**src/rtl/mips_pkg.sv**
```systemverilog
// Shared fetch-stage constants and the prefetch queue entry layout.
// Latency: n/a (types and constants only).
// Backpressure: n/a.
package mips_pkg;

    localparam int DEF_ADDR_W   = 8;
    localparam int DEF_DATA_W   = 32;
    localparam int DEF_PC_STEP  = 4;
    localparam int DEF_RESET_PC = 0;

    // One queued fetch: the instruction and the PC of the instruction after it.
    // Stages built at the default widths can use this type directly.
    typedef struct packed {
        logic [DEF_DATA_W-1:0] instr;
        logic [DEF_ADDR_W-1:0] pc_next;
    } fq_entry_t;

endpackage : mips_pkg

```
**src/rtl/fetch_queue_if.sv**
```systemverilog
// Fetch-stage bundle: instruction memory port, redirect and decode handshake.
// Latency: n/a (wiring only).
// Backpressure: decode stalls the queue head by holding out_ready low.
interface fetch_queue_if #(
    parameter int ADDR_W = mips_pkg::DEF_ADDR_W,
    parameter int DATA_W = mips_pkg::DEF_DATA_W,
    parameter int DEPTH  = 4
);
    logic                     fetch_en;
    logic [ADDR_W-1:0]        imem_addr;
    logic [DATA_W-1:0]        imem_data;
    logic                     redirect;
    logic [ADDR_W-1:0]        redirect_pc;
    logic                     out_valid;
    logic                     out_ready;
    logic [DATA_W-1:0]        out_instr;
    logic [ADDR_W-1:0]        out_pc_next;
    logic [$clog2(DEPTH):0]   count;

    // The fetch queue itself.
    modport master (
        input  fetch_en, imem_data, redirect, redirect_pc, out_ready,
        output imem_addr, out_valid, out_instr, out_pc_next, count
    );

    // Memory, branch unit and decode stage surrounding the queue.
    modport slave (
        output fetch_en, imem_data, redirect, redirect_pc, out_ready,
        input  imem_addr, out_valid, out_instr, out_pc_next, count
    );
endinterface : fetch_queue_if

```
**src/rtl/fetch_fifo.sv**
```systemverilog
// Prefetch storage: DEPTH-entry circular buffer with flush.
// Latency: an entry pushed at edge N is on head in cycle N+1.
// Backpressure: pushes into a full buffer are dropped unless a pop shares the cycle.
module fetch_fifo #(
    parameter int DEPTH = 4,
    parameter int WIDTH = 40
) (
    input  logic                   clk,
    input  logic                   reset,
    input  logic                   push,
    input  logic                   pop,
    input  logic                   flush,
    input  logic [WIDTH-1:0]       wr_dat,
    output logic [WIDTH-1:0]       head,
    output logic [$clog2(DEPTH):0] count,
    output logic                   full,
    output logic                   empty
);
    localparam int PTR_W = $clog2(DEPTH);
    localparam int CNT_W = PTR_W + 1;

    logic [WIDTH-1:0] r_mem [DEPTH];
    logic [PTR_W-1:0] r_wr_ptr;
    logic [PTR_W-1:0] r_rd_ptr;
    logic [CNT_W-1:0] r_count;
    logic             w_do_push;
    logic             w_do_pop;

    assign full      = (r_count == CNT_W'(DEPTH));
    assign empty     = (r_count == '0);
    // A full buffer still takes a write when the head leaves in the same cycle.
    assign w_do_push = push & (~full | (pop & ~empty));
    assign w_do_pop  = pop & ~empty;
    assign head      = r_mem[r_rd_ptr];
    assign count     = r_count;

    // Storage write; contents are never reset, only the pointers are.
    always_ff @(posedge clk) begin
        if (w_do_push) begin
            r_mem[r_wr_ptr] <= wr_dat;
        end
    end

    // Pointer and occupancy bookkeeping; flush empties the buffer like reset.
    always_ff @(posedge clk) begin
        if (reset || flush) begin
            r_wr_ptr <= '0;
            r_rd_ptr <= '0;
            r_count  <= '0;
        end else begin
            if (w_do_push) r_wr_ptr <= r_wr_ptr + PTR_W'(1);
            if (w_do_pop)  r_rd_ptr <= r_rd_ptr + PTR_W'(1);
            case ({w_do_push, w_do_pop})
                2'b10:   r_count <= r_count + CNT_W'(1);
                2'b01:   r_count <= r_count - CNT_W'(1);
                default: r_count <= r_count;
            endcase
        end
    end
endmodule : fetch_fifo

```
**src/rtl/fetch_queue.sv**
```systemverilog
// Instruction fetch: PC register feeding a combinational imem into a prefetch queue.
// Latency: imem word at PC visible at the head one cycle after its push; redirect target two cycles.
// Backpressure: out_ready low stalls the head; a full queue or fetch_en low freezes the PC.
module fetch_queue
    import mips_pkg::*;
#(
    parameter int ADDR_W   = DEF_ADDR_W,
    parameter int DATA_W   = DEF_DATA_W,
    parameter int DEPTH    = 4,
    parameter int PC_STEP  = DEF_PC_STEP,
    parameter int RESET_PC = DEF_RESET_PC
) (
    input  logic         clk,
    input  logic         reset,
    fetch_queue_if.master bus
);
    // Same layout as fq_entry_t, sized by this instance's parameters.
    typedef struct packed {
        logic [DATA_W-1:0] instr;
        logic [ADDR_W-1:0] pc_next;
    } entry_t;

    logic [ADDR_W-1:0]      r_pc;
    logic [ADDR_W-1:0]      w_pc_next;
    logic                   w_push;
    logic                   w_pop;
    logic                   w_full;
    logic                   w_empty;
    logic [$clog2(DEPTH):0] w_count;
    entry_t                 w_wr_entry;
    entry_t                 w_head;

    // Wraps silently modulo 2^ADDR_W.
    assign w_pc_next = r_pc + ADDR_W'(PC_STEP);

    assign w_pop  = ~w_empty & bus.out_ready;
    // Redirect wins: the word at the stale PC must not enter the queue.
    assign w_push = bus.fetch_en & ~bus.redirect & (~w_full | w_pop);

    assign w_wr_entry.instr   = bus.imem_data;
    assign w_wr_entry.pc_next = w_pc_next;

    assign bus.imem_addr   = r_pc;
    assign bus.out_valid   = ~w_empty;
    assign bus.out_instr   = w_head.instr;
    assign bus.out_pc_next = w_head.pc_next;
    assign bus.count       = w_count;

    // PC update: reset over redirect over sequential advance.
    always_ff @(posedge clk) begin
        if (reset) begin
            r_pc <= ADDR_W'(RESET_PC);
        end else if (bus.redirect) begin
            r_pc <= bus.redirect_pc;
        end else if (w_push) begin
            r_pc <= w_pc_next;
        end
    end

    // A redirect flushes the queue; the head it would have popped is not consumed.
    fetch_fifo #(
        .DEPTH (DEPTH),
        .WIDTH ($bits(entry_t))
    ) u_fifo (
        .clk    (clk),
        .reset  (reset),
        .push   (w_push),
        .pop    (w_pop & ~bus.redirect),
        .flush  (bus.redirect),
        .wr_dat (w_wr_entry),
        .head   (w_head),
        .count  (w_count),
        .full   (w_full),
        .empty  (w_empty)
    );
endmodule : fetch_queue

```
**src/flat_wrapper.sv**
```systemverilog
// flat-port wrapper written by rule: the top's interface ports become plain ports
module fetch_queue_flat import mips_pkg::*;
#(
    parameter int ADDR_W   = DEF_ADDR_W,
    parameter int DATA_W   = DEF_DATA_W,
    parameter int DEPTH    = 4,
    parameter int PC_STEP  = DEF_PC_STEP,
    parameter int RESET_PC = DEF_RESET_PC
)
  (clk, reset, bus_fetch_en, bus_imem_data, bus_redirect, bus_redirect_pc, bus_out_ready, bus_imem_addr, bus_out_valid, bus_out_instr, bus_out_pc_next, bus_count);
  fetch_queue_if #(.ADDR_W(ADDR_W), .DATA_W(DATA_W), .DEPTH(DEPTH)) bus_i ();
  input  logic clk;
  input  logic reset;
  input wire logic [$bits(bus_i.fetch_en)-1:0] bus_fetch_en;
  input wire logic [$bits(bus_i.imem_data)-1:0] bus_imem_data;
  input wire logic [$bits(bus_i.redirect)-1:0] bus_redirect;
  input wire logic [$bits(bus_i.redirect_pc)-1:0] bus_redirect_pc;
  input wire logic [$bits(bus_i.out_ready)-1:0] bus_out_ready;
  output wire logic [$bits(bus_i.imem_addr)-1:0] bus_imem_addr;
  output wire logic [$bits(bus_i.out_valid)-1:0] bus_out_valid;
  output wire logic [$bits(bus_i.out_instr)-1:0] bus_out_instr;
  output wire logic [$bits(bus_i.out_pc_next)-1:0] bus_out_pc_next;
  output wire logic [$bits(bus_i.count)-1:0] bus_count;
  assign bus_i.fetch_en = bus_fetch_en;
  assign bus_i.imem_data = bus_imem_data;
  assign bus_i.redirect = bus_redirect;
  assign bus_i.redirect_pc = bus_redirect_pc;
  assign bus_i.out_ready = bus_out_ready;
  assign bus_imem_addr = bus_i.imem_addr;
  assign bus_out_valid = bus_i.out_valid;
  assign bus_out_instr = bus_i.out_instr;
  assign bus_out_pc_next = bus_i.out_pc_next;
  assign bus_count = bus_i.count;
  fetch_queue #(.ADDR_W(ADDR_W), .DATA_W(DATA_W), .DEPTH(DEPTH), .PC_STEP(PC_STEP), .RESET_PC(RESET_PC)) u_core (.clk(clk), .reset(reset), .bus(bus_i));
endmodule
```
**config.mk**
```make
export PLATFORM = sky130hd
export DESIGN_NAME = fetch_queue_flat
export DESIGN_NICKNAME = d
export VERILOG_FILES = /design/src/rtl/mips_pkg.sv /design/src/rtl/fetch_queue_if.sv /design/src/rtl/fetch_fifo.sv /design/src/rtl/fetch_queue.sv /design/src/flat_wrapper.sv
export SDC_FILE = /design/constraint.sdc
export NUM_CORES = 1
export LEC_CHECK = 0
export ABC_CLOCK_PERIOD_IN_PS = 3650
export CAP_MARGIN = 10
export CORE_MARGIN = 2
export CORE_UTILIZATION = 49
export CTS_CLUSTER_DIAMETER = 60
export CTS_CLUSTER_SIZE = 25
export DETAILED_ROUTE_END_ITERATION = 16
export PLACE_DENSITY = 0.76
export SLEW_MARGIN = 15
export SYNTH_ARGS = -nofsm -noshare
export SYNTH_HDL_FRONTEND = slang
export SYNTH_SLANG_ARGS = --single-unit
```
**constraint.sdc**
```tcl
create_clock -name clk -period 3.65 [get_ports clk]
set_clock_uncertainty 0.1 [all_clocks]
set_input_delay 0.9125 -clock clk [delete_from_list [all_inputs] [get_ports clk]]
set_output_delay 0.9125 -clock clk [all_outputs]
set_load 0.1 [all_outputs]
```
==> flow_summary.toml <==
[timing]
max_freq_mhz = 318.8
finalMaxSlewViolations = 0
fin_ws_ns = 0.5133
setup_viol = 0
rsz0062_at_grt = "no"
hold_viol_final = 0
max_slew_margin_pct = 42.83
worst_pin_slew_ns = 0.8553
fin_crit_ns = 3.137
holdWs_ns = 0.3953
post-route-period-util_pct = 85.94

[place]
gp_congestion = 0.8125
portBuffers = 96
dp_hpwl_mm = 7.799
placed_cell_area_sq_mm = 0.007823
placed_cells = 594
dp_worst_setup_slack_ns = 0.1979

[grt]
gr-usage-all-layers_pct = 17.40
grt_pass1_vias = 3563
grt_start_max_net_pins = 41
overflow = 0
grt_pass1_wl_mm = 18.68
antenna_found_initial = 0

[power]
cellPowerDensity_mw_per_mm2 = 534.5
power.total_mw = 4.492
p_leak_nw = 2.775
ir_drop_v = 0.0003224

[floorplanning]
die_y_um = 121.2
start_util_pct = 50.43
coreArea_sq_mm = 0.01335
die-area_sq_mm = 0.01469
rows = 42
die_w_um = 121.2
io_pins = 97

[setup_path]
r2r-start = "u_core.u_fifo.count[0]$_SDFFE_PP0P_"
ff2ff_setup_slack_ns = 1.15
critPathCaptureType = "output pin"
path_max_fanout = 22
crit_required_ns = 2.64
crit_type = "register to output pin"
arrival_ns = 2.12
rr_worst_depth = 8
cp-start-kind = "register"
r2r-end = "u_core.u_fifo.count[2]$_SDFFE_PP0P_"

[worst_hold_path]
worst_hold_path_type = "register to register"
hold_depth = 2
holdCritStartpoint = "u_core.u_fifo.r_rd_ptr[1]$_SDFFE_PP0P_"

[cts]
cts-root-buf = "clkbuf_16"
clk_pin_slew_ns = 0.06
cts-hold-fix-buffers = 0
clock_latency_ns = 0.42
cts_made_buffers = 17
clock_sinks = 177
postCtsSetupRepairBufs = 0
clockBufferDepth = 2
cts_resized = 0
cts_tree = "done"
htreeDepth = 4

[routing]
vias = 3395
wire_per_inst_um = 19.38
drt_wl_total_mm = 12.10
drtIter0Drc = 291
viasPerCell = 5.441
ant_nets = 0
first_pass_iters = 5
drc = 0

[final_layout]
final_nets = 489
final-seq-area_sq_mm = 0.005150
stdcell_count = 624
fill_cells = 964
drive_above_1_share_pct = 29.69
area_delta_synth_final_pct = 24.85
antenna_cells = 0
multi_input_comb_area_sq_mm = 0.001474
stdcell_area_sq_mm = 0.008404

[yosys]
synth_fp_nets = 381
ys_dominant_reg_cell = "edfxtp_1"
yosysWarningCount = 0
synth_edf_count = 160
synth.distinct_cells = 35
syn_avg_cell_area_sq_um = 20.46
synthArstFlopShare_pct = 0
ys_seq_elements = 177
netlist_instances = 329
yosysSeqAreaShare_pct = 76.43
synthesis.area_sq_mm = 0.006731

[outcome]
status = "completed"

[flow_run]
maxCapViolations = 0
-- cell families (layout without fill, tap and decap cells) --
family,count (synthesis),after routing,share of synthesized area [%]
compound gates,26,26,2.677
fa+ha+maj,7,7,1.413
buf+inv,34,153,2.119
flops,177,177,76.43
simple gates,37,37,2.900
xor+xnor,6,6,0.7807
mux,42,42,13.68
-- Yosys cell counts (2+ instances only) --
cell,n,area [sq um]
xnor2_1,2,17.52
dfxtp_1,17,340.3
a21oi_1,9,45.04
xor2_1,4,35.03
edfxtp_1,160,4805
o31a_1,4,35.03
buf_4,2,15.01
buf_2,5,25.02
inv_1,17,63.81
a311oi_1,2,17.52
nor4_1,3,18.77
mux4_2,40,900.9
mux2i_1,2,20.02
nor2_1,16,60.06
ha_1,6,75.07
o21ai_0,6,30.03
or3_1,2,12.51
nand4_1,2,12.51
clkbuf_1,8,30.03
nand3_1,7,35.03
-- worst max-delay path: stages, from the launching register on --
cell and delay [ns]:
dfxtp_4 0.60, buf_12 0.27, mux4_2 0.56, buf_4 0.26
-- through the flow --
step	util, %	setup TNS (ns)
floorplan	-	-27.44
global placement	58.61	0
detailed placement	58.61	0
CTS	62.96	0
global route	62.96	0
finish	62.96	0
-- cells in the final DEF (no fill, tap or decap), drive strengths merged, types with 2 or more instances in the layout --
cell type and count:
inv 17, buf 61, dfxtp 17, o31a 4, o21ai 6, nor4 3, nand3 7, xnor2 2
edfxtp 160, a21oi 9, nand4 2, nor2 16, clkdlybuf4s50 44, mux2i 2, or3 2, mux4 40
xor2 4, ha 6, bufinv 4, clkbuf 22, clkinv 5, a311oi 3
-- flip-flops by register name, summed over array words and instances, names as in the netlist, named ones only --
signal	flops
u_core.u_fifo.count	3
u_core.u_fifo.r_rd_ptr	2
u_core.bus.imem_addr	8
u_core.u_fifo.r_wr_ptr	2
u_core.u_fifo.r_mem	160
-- cell type report --
cell class	count	share of cell area, %
sequential	177	61.28
multi-input combinational	118	17.54
timing repair buffer	105	10.84
clock buffer	22	5.285
tap	176	2.620
clock inverter	8	1.638
inverter	18	0.8039
-- report_power, final --
group,internal (mW),switching (mW)
logic,0.119,0.301
registers,2.25,0.0193
clock network,1.13,0.670
-- how the worst max path moves through the flow --
stage | slack, ns | end | startpoint
after global routing | 0.36 | bus_out_instr[30] | register
final | 0.51 | bus_out_instr[30] | register
after detailed placement | 0.20 | u_core.u_fifo.count[2]$_SDFFE_PP0P_ | bus_out_ready
after floorplan | -0.17 | u_core.u_fifo.r_mem[0][0]$_DFFE_PP_ | u_core.u_fifo.count[0]$_SDFFE_PP0P_
after global placement | 0.27 | u_core.u_fifo.count[2]$_SDFFE_PP0P_ | bus_out_ready
after CTS | 0.45 | bus_out_instr[30] | register
-- per-layer routing --
metal  wire length, um  global-route usage [%]
met5                 0                       0
met4               101                   5.532
met3               842                   6.297
met2              6289                   29.07
met1              4862                   21.28
Note: power is estimated with default switching activity, not from simulation.
==> patch (config.mk and constraints unchanged) <==
Set the package constant `DEF_DATA_W` to 48 (it was 32).
--- a/src/rtl/mips_pkg.sv
+++ b/src/rtl/mips_pkg.sv
@@ -4,7 +4,7 @@
 package mips_pkg;
 
     localparam int DEF_ADDR_W   = 8;
-    localparam int DEF_DATA_W   = 32;
+    localparam int DEF_DATA_W   = 48;
     localparam int DEF_PC_STEP  = 4;
     localparam int DEF_RESET_PC = 0;
 
Ports: changed (resized bus_imem_data and bus_out_instr); port bits go from 97 to 129. No check against the original RTL was run, so the function may have changed too.
==> patch against the unedited design <==
- setup slack worse by 150 ps
- final area is 32% higher
- largest power group unchanged
- sequential cell count is 64 higher
- area after synthesis is 34% higher
- global-route usage is 0.65 points lower
- total power is 24% higher
- wire length is 36% higher
==> patch: results (changes against the unedited design) <==
status=finished, final reports clean; Post-Route M1 WL=7.13 mm (+47%); met2 WL post-DR=8.05 mm (+28%); GR Util met1=23.0% (+1.8 points); Power Combinational=0.000540 W (+29%); vias in the first global route=4732 (+33%); hpwl dp=10.2 mm (+31%); GP Congestion=0.790 (-2.7%); seq pwr=0.00309 W (+36%); first-pass GRT wire length=25.7 mm (+38%); Filler Cells Inserted=1247 (+29%); sequential share of power=55.3% (+4.7 points); share of layout cells above drive strength 1=30.9% (+1.2 points); Worst-path clk slew=80 ps (+20 ps); switching share of total power=23.8% (+1.8 points); GRT Util Overall=16.8% (-0.65 points); CTS max path bufs=3 (+1); Least-Margin Pin Slew=1060 ps (+209 ps); Synth Net Count=480 (+26%); DRT Pass-1 Iters=4 (-1); largest net degree at the start of global routing=38 (-7.3%); Synth area leaders=edfxtp_1 (75%), mux4_2 (14%), dfxtp_1 (3.8%); First DRT Iteration DRCs=302 (+3.8%); Worst VDD drop=0.367 mV (+14%); max reg flops=224 (+40%); H-tree Lvls=1 (-3); met3 WL post-DR=1.01 mm (+19%); met3 Usage GRT=3.48% (-2.8 points); pre-CTS WS=-33.6 ps (-231 ps); crit-path max FO=19 (-14%)
patch: cell count changes in the layout (fill, tap and decap cells not counted), sizes merged:
cell	before	now
inv	17	20
clkdlybuf4s50	44	60
clkinv	5	6
edfxtp	160	224
bufinv	4	2
clkbuf	22	17
buf	61	83
clkinvlp	0	1
mux4	40	56
patch: path summary, 6_finish.rpt:
| kind | depth (start not counted) | slack [ps] | end |
|---|---|---|---|
| worst max-delay path | 3 | 360 | bus_out_instr[41] |
| worst min register to register | 2 | 390 | flop |
| worst min-delay path | 2 | 390 | flop |
| worst max register to register | 8 | 890 | u_core.u_fifo.count[2] |
patch: cells by family after synthesis:
group | after synthesis | share of synthesized area (%)
flip-flops | 241 | 78.3
AND/OR/NAND/NOR | 37 | 2.16
adder cells (fa/ha/maj) | 7 | 1.05
multiplexers | 58 | 14.2
AO/OA/AOI/OAI | 26 | 2.00
XOR/XNOR | 6 | 0.582
buffers and inverters | 37 | 1.73
patch: per-stage QoR:
| stage | area (sq um) | setup TNS, ps | cells |
|---|---|---|---|
| 3_5_place_dp | 10500 | -33.6 | 765 |
| 6_report | 11100 | 0 | 793 |
| 4_1_cts | 11100 | 0 | 793 |
| 3_3_place_gp | 10500 | 0 | 765 |
| 2_1_floorplan | 9030 | -193770 | 412 |
| 5_1_grt | 11100 | 0 | 793 |
patch: final cells by class:
class / count / area, sq um / area share, %
flip-flops and latches: 241 / 7070 / 63.6
multi-input cells: 134 / 1830 / 16.5
repair buffers: 143 / 1270 / 11.5
clock buffers: 17 / 425 / 3.83
well taps: 229 / 287 / 2.58
clock inverters: 11 / 155 / 1.40
inverters: 18 / 67.6 / 0.608
patch: worst max-delay path, stage by stage, from the launching register on:
cell	delay [ps]
dfxtp_4	620
buf_4	340
mux4_2	570
buf_4	250
